===== src/rtl/tm_update_ctrl.sv =====
// Transaction-monitor update controller: times transactions, queues their lengths and
// serialises running-average updates through the external TM_ALU. Option: TM_DROP_CNT_EN.
module tm_update_ctrl #(
  parameter int WIDTH_OF_TXLEN = 8,
  parameter int WIDTH_OF_EXED  = 8,
  parameter int ALU_LATENCY    = 4,
  parameter int FIFO_DEPTH     = 4
) (
  input  logic                      clk,
  input  logic                      reset,
  input  logic                      tx_begin,
  input  logic                      tx_end,
  output logic [WIDTH_OF_TXLEN-1:0] alu_avg,
  output logic [WIDTH_OF_EXED-1:0]  alu_exed,
  output logic [WIDTH_OF_TXLEN-1:0] alu_cur,
  input  logic [WIDTH_OF_TXLEN-1:0] alu_avg_new,
  input  logic [WIDTH_OF_EXED-1:0]  alu_exed_new,
  output logic [WIDTH_OF_TXLEN-1:0] avg_tx_len,
  output logic [WIDTH_OF_EXED-1:0]  inst_exed,
  output logic                      busy,
  output logic                      saturated,
  output logic [7:0]                drop_cnt
);
  localparam int AW = $clog2(FIFO_DEPTH);
  localparam int CW = $clog2(ALU_LATENCY + 1);
  localparam logic [WIDTH_OF_TXLEN-1:0] LEN_ONE = WIDTH_OF_TXLEN'(1);
  localparam logic [WIDTH_OF_TXLEN-1:0] LEN_MAX = '1;

  typedef enum logic [1:0] {S_IDLE, S_WAIT, S_CAPT} state_t;

  state_t                    state_q, state_d;
  logic                      armed_q, armed_d;
  logic [WIDTH_OF_TXLEN-1:0] len_q, len_d, len_inc, push_len;
  logic                      push, push_ok, pop, issue, capture;
  logic [WIDTH_OF_TXLEN-1:0] fifo_q [FIFO_DEPTH];
  logic [AW:0]               wr_q, rd_q;
  logic                      empty, full;
  logic [WIDTH_OF_TXLEN-1:0] head;
  logic [CW-1:0]             cnt_q;
  logic [WIDTH_OF_TXLEN-1:0] alu_avg_q, alu_cur_q, avg_q;
  logic [WIDTH_OF_EXED-1:0]  alu_exed_q, exed_q;

  // Length counter: the pushed length counts both the begin and the end cycle.
  assign len_inc = (len_q == LEN_MAX) ? LEN_MAX : len_q + LEN_ONE;

  always_comb begin
    armed_d  = armed_q;
    len_d    = len_q;
    push     = 1'b0;
    push_len = armed_q ? len_inc : LEN_ONE;
    if (tx_end && (armed_q || tx_begin)) push = 1'b1;
    if (tx_begin) begin
      armed_d = !tx_end || armed_q;
      len_d   = LEN_ONE;
    end else if (tx_end) begin
      armed_d = 1'b0;
    end else if (armed_q) begin
      len_d = len_inc;
    end
  end

  always_ff @(posedge clk or posedge reset) begin
    if (reset) begin
      armed_q <= 1'b0;
      len_q   <= '0;
    end else begin
      armed_q <= armed_d;
      len_q   <= len_d;
    end
  end

  // Pending-length FIFO; a full FIFO still accepts a push when it is popped that cycle.
  assign empty   = (wr_q == rd_q);
  assign full    = (wr_q[AW] != rd_q[AW]) && (wr_q[AW-1:0] == rd_q[AW-1:0]);
  assign head    = fifo_q[rd_q[AW-1:0]];
  assign push_ok = push && (!full || pop);

  always_ff @(posedge clk or posedge reset) begin
    if (reset) begin
      wr_q <= '0;
      rd_q <= '0;
    end else begin
      if (push_ok) wr_q <= wr_q + 1'b1;
      if (pop)     rd_q <= rd_q + 1'b1;
    end
  end

  always_ff @(posedge clk) begin
    if (push_ok) fifo_q[wr_q[AW-1:0]] <= push_len;
  end

  always_ff @(posedge clk or posedge reset) begin
    if (reset) state_q <= S_IDLE;
    else       state_q <= state_d;
  end

  always_comb begin
    state_d = state_q;
    unique case (state_q)
      S_IDLE:  if (!empty && !saturated) state_d = S_WAIT;
      S_WAIT:  if (cnt_q == CW'(1)) state_d = S_CAPT;
      S_CAPT:  state_d = S_IDLE;
      default: state_d = S_IDLE;
    endcase
  end

  // A saturated count freezes the statistics, so queued lengths are drained unused.
  always_comb begin
    pop     = 1'b0;
    issue   = 1'b0;
    capture = 1'b0;
    unique case (state_q)
      S_IDLE: begin
        pop   = !empty;
        issue = !empty && !saturated;
      end
      S_WAIT:  ;
      S_CAPT:  capture = 1'b1;
      default: ;
    endcase
  end

  always_ff @(posedge clk or posedge reset) begin
    if (reset) begin
      alu_avg_q  <= '0;
      alu_exed_q <= '0;
      alu_cur_q  <= '0;
      cnt_q      <= '0;
      avg_q      <= '0;
      exed_q     <= '0;
    end else begin
      if (issue) begin
        alu_avg_q  <= avg_q;
        alu_exed_q <= exed_q;
        alu_cur_q  <= head;
        cnt_q      <= CW'(ALU_LATENCY);
      end else if (state_q == S_WAIT) begin
        cnt_q <= cnt_q - 1'b1;
      end
      if (capture) begin
        avg_q  <= alu_avg_new;
        exed_q <= alu_exed_new;
      end
    end
  end

`ifdef TM_DROP_CNT_EN
  logic [7:0] drop_q;

  always_ff @(posedge clk or posedge reset) begin
    if (reset)                                   drop_q <= '0;
    else if (push && !push_ok && drop_q != 8'hFF) drop_q <= drop_q + 8'd1;
  end

  assign drop_cnt = drop_q;
`else
  assign drop_cnt = 8'd0;
`endif

  assign alu_avg    = alu_avg_q;
  assign alu_exed   = alu_exed_q;
  assign alu_cur    = alu_cur_q;
  assign avg_tx_len = avg_q;
  assign inst_exed  = exed_q;
  assign busy       = (state_q != S_IDLE);
  assign saturated  = (exed_q == '1);

endmodule


===== config.mk =====
export PLATFORM = sky130hd
export DESIGN_NAME = tm_update_ctrl
export DESIGN_NICKNAME = d
export VERILOG_FILES = /design/src/rtl/tm_update_ctrl.sv
export SDC_FILE = /design/constraint.sdc
export NUM_CORES = 1
export LEC_CHECK = 0
export CORE_MARGIN = 2
export CORE_UTILIZATION = 48
export CTS_CLUSTER_DIAMETER = 60
export CTS_CLUSTER_SIZE = 24
export DETAILED_ROUTE_END_ITERATION = 10
export HOLD_SLACK_MARGIN = 0.12
export PLACE_DENSITY = 0.76
export SYNTH_ARGS = -nofsm -noshare
export SYNTH_HDL_FRONTEND = slang
export SYNTH_SLANG_ARGS = --single-unit

===== constraint.sdc =====
create_clock -name clk -period 1.9 [get_ports clk]
set_input_delay 0.38 -clock clk [delete_from_list [all_inputs] [get_ports clk]]
set_output_delay 0.38 -clock clk [all_outputs]
set_load 0.02 [all_outputs]

==> summary.txt <==
Run status
  • Status: finished, final reports clean

Yosys
  • Compound-Gate Fraction of Synth Area: 5.65%
  • Mapped Cells: 268
  • Synthesis Warnings: 0
  • Number of distinct library cells after synthesis: 44
  • Cell taking the most area after synthesis: dfrtp_1
  • Largest cells by area after synthesis: dfrtp_1, edfxtp_1, mux2_2
  • Post-synthesis sequential area ratio: 60.1%
  • Adder-Cell Fraction of Synth Area: 2.44%
  • Synth Area in XOR/XNOR: 2.93%
  • Mux cell area share after synthesis: 17.5%
  • Synth Register Bits: 92
  • Top-area cell type share of the netlist area: 36.7%
  • Syn_area_per_cell: 15.3 µm²
  • Cell Area, Synth: 0.00410 mm²
  • Simple-gate portion of the synthesized area: 5.99%
  • Largest family of logic cells by synthesized area: multiplexers

STA
  • Final hold vios: 0
  • Final Max Tran Viols: 0
  • Final Setup Violations: 0
  • Final Cycle Share: 95.0%
  • Post-route setup slack: 95.5 ps
  • Crit path time final: 1800 ps
  • Clock Skew: 16.5 ps
  • TNS Setup: 0 ps
  • Fmax: 554 MHz
  • RSZ-0062 raised after global routing: no

Worst setup path
  • Critical path fanouts, max: 3
  • CP Class: reg -> out
  • Critical path arrival: 1420 ps
  • CP Capture Type: output pin
  • Crit start category: register
  • Data required time of the critical path: 1520 ps

Die
  • Core area: 0.00826 mm²
  • Die ar.: 0.00929 mm²
  • Initial core utilization: 49.6%
  • Die width: 96.4 µm
  • Top Ports: 70
  • Chip height: 96.4 µm
  • Row count: 33

Clock network
  • Clock transition at path regs: 100 ps
  • H-tree levels: 3
  • CTS tree: built
  • Hold Buf Count CTS: 0
  • Post-CTS Setup Bufs: 0
  • Clock Path Buffers: 2
  • Num CTS Buffers: 9
  • Worst-Skew Late Latency: 350 ps
  • Clk root buf: clkbuf_8
  • Clk sinks: 92

Drt
  • Number of DRC markers in iteration 0: 107
  • Drt via density: 5.18
  • Drc violations: 0
  • Initial DRT Pass Iterations: 4
  • Detailed Route WL: 7.46 mm
  • Routed wire length per instance: 16.2 µm
  • Post-route antenna net violation count: 0
  • Routed via count: 2393

Placed design
  • Placed cell count: 446
  • Placed instance area: 0.00496 mm²
  • GPL Wtd Cong: 0.838
  • Post-place setup slack: -53.9 ps
  • Hpwl dp: 5.37 mm
  • IO buf count: 61

GRT
  • First-pass GRT wire length: 12.0 mm
  • Tot GR Track Use: 17.0%
  • Total grt overflow: 0
  • Vias in the first global route: 2426
  • Initial antenna violation count: 0
  • Largest net degree at the start of global routing: 61

Power and ir drop
  • Leak: 0.00211 µW
  • Total power divided by cell area: 1600 mW/mm²
  • VDD IR-drop max: 0.000532 V

Finish
  • Finished Layout Cells: 462
  • Layout Area Growth over Synthesis: 25.9%
  • Share of cells above drive strength 1: 24.9%
  • Design area: 0.00516 mm²
  • Final net count: 380
  • ANT cells: 0
  • Final Core Density: 62.4%

Hold path
  • Worst Hold Class: in -> async

Run
  • Maxcap violations: 0
## kinds of logic (layout without fill, tap and decap cells)
family / after synthesis / in the layout
flops: 92 / 92
other cells: 1 / 8
buf+inv: 31 / 113
compound gates: 33 / 33
simple gates: 43 / 43
mux: 48 / 48
xor+xnor: 12 / 12
fa+ha+maj: 8 / 8
## layout by cell type (no fill, tap or decap), drive strengths merged, types with 3 or more instances in the layout
| cell type | instances |
|---|---|
| a21oi | 6 |
| buf | 27 |
| clkbuf | 11 |
| a211oi | 3 |
| conb | 8 |
| edfxtp | 32 |
| a21boi | 3 |
| o21ai | 6 |
| inv | 12 |
| a31oi | 6 |
| nor2 | 7 |
| dfrtp | 60 |
| nand2 | 7 |
| xnor2 | 8 |
| nand2b | 5 |
| ha | 8 |
| nor2b | 4 |
| clkdlybuf4s50 | 59 |
| nand4 | 3 |
| xor2 | 4 |
| and2 | 4 |
| mux4 | 8 |
| mux2 | 40 |
## sequential cells by signal, indices dropped and copies added, names as in the netlist
signal,cells
avg_tx_len,8
wr_q,3
alu_cur,8
fifo_q,32
alu_exed,8
rd_q,3
inst_exed,8
alu_avg,8
armed_q,1
len_q,8
state_q,2
cnt_q,3
## worst max-delay path, stage by stage, from the launching register on
cell and delay, ps:
dfrtp_1 390, or2_2 350, dlygate4sd2_1 340
## layer usage
metal / wire length (µm) / track usage (%) / up-vias
li1: - / - / 1129
met1: 3420 / 23.1 / 1181
met2: 3510 / 27.8 / 77
met3: 476 / 3.60 / 6
met4: 60 / 4.93 / 0
met5: 0 / 0 / -
## report_power, final
part | internal (µW) | leakage [µW] | switching [µW]
clock | 571 | 0.0000921 | 708
combinational | 2120 | 0.00101 | 1660
sequential | 2750 | 0.00101 | 456
## worst paths after layout
| kind | from | to | slack (ps) | cells past startpoint |
|---|---|---|---|---|
| setup / recovery | state_q[0] | busy | 100 | 2 |
| hold / removal | reset | avg_tx_len[5] | 390 | 3 |
| setup reg to reg | state_q[0] | alu_cur[2] | 130 | 5 |
| hold reg to reg | alu_exed[6] | alu_exed[6] | 520 | 1 |
| max in group asynchronous | reset | len_q[0] | 1230 | 3 |
| min in group clk | alu_exed[6] | alu_exed[6] | 520 | 1 |
## cell type report
cell class | instances | area (µm²)
repair buffers | 88 | 886
fillers | 610 | 3100
well taps | 105 | 131
clock buffers | 11 | 153
flip-flops and latches | 92 | 2460
inverters | 9 | 33.8
multi-input cells | 152 | 1450
clock inverters | 5 | 41.3
## repair_timing
action,in CTS,in global routing
pin swaps,0,0
resized for setup,2,1
endpoints found under the setup margin,2,4
## per-stage QoR
| stage | hold slack (ps) | total power, µW |
|---|---|---|
| after floorplan | 470 | 5690 |
| after global placement | 491 | 6920 |
| after detailed placement | 495 | 7080 |
| after CTS | 404 | 8360 |
| after global routing | 412 | 8740 |
| final | 389 | 8260 |
## cell usage after synthesis (all sizes together)
cell type / number
edfxtp: 32
or2: 1
nand2: 7
buf: 17
a31oi: 6
nor3: 2
and4: 2
nor2b: 4
o21ai: 6
nor3b: 2
a2bb2oi: 1
nand3b: 1
nand4: 3
conb: 1
mux2: 40
nand2b: 5
and2: 4
o21a: 2
nor2: 7
xnor2: 8
mux4: 8
o211a: 1
ha: 8
nor4: 1
a41oi: 2
o22ai: 1
inv: 9
and3: 2
dfrtp: 60
a21boi: 3
a311oi: 1
nand3: 2
clkbuf: 5
xor2: 4
a21oi: 6
o21bai: 1
a211oi: 3
Note: power is estimated with default switching activity, not from simulation.
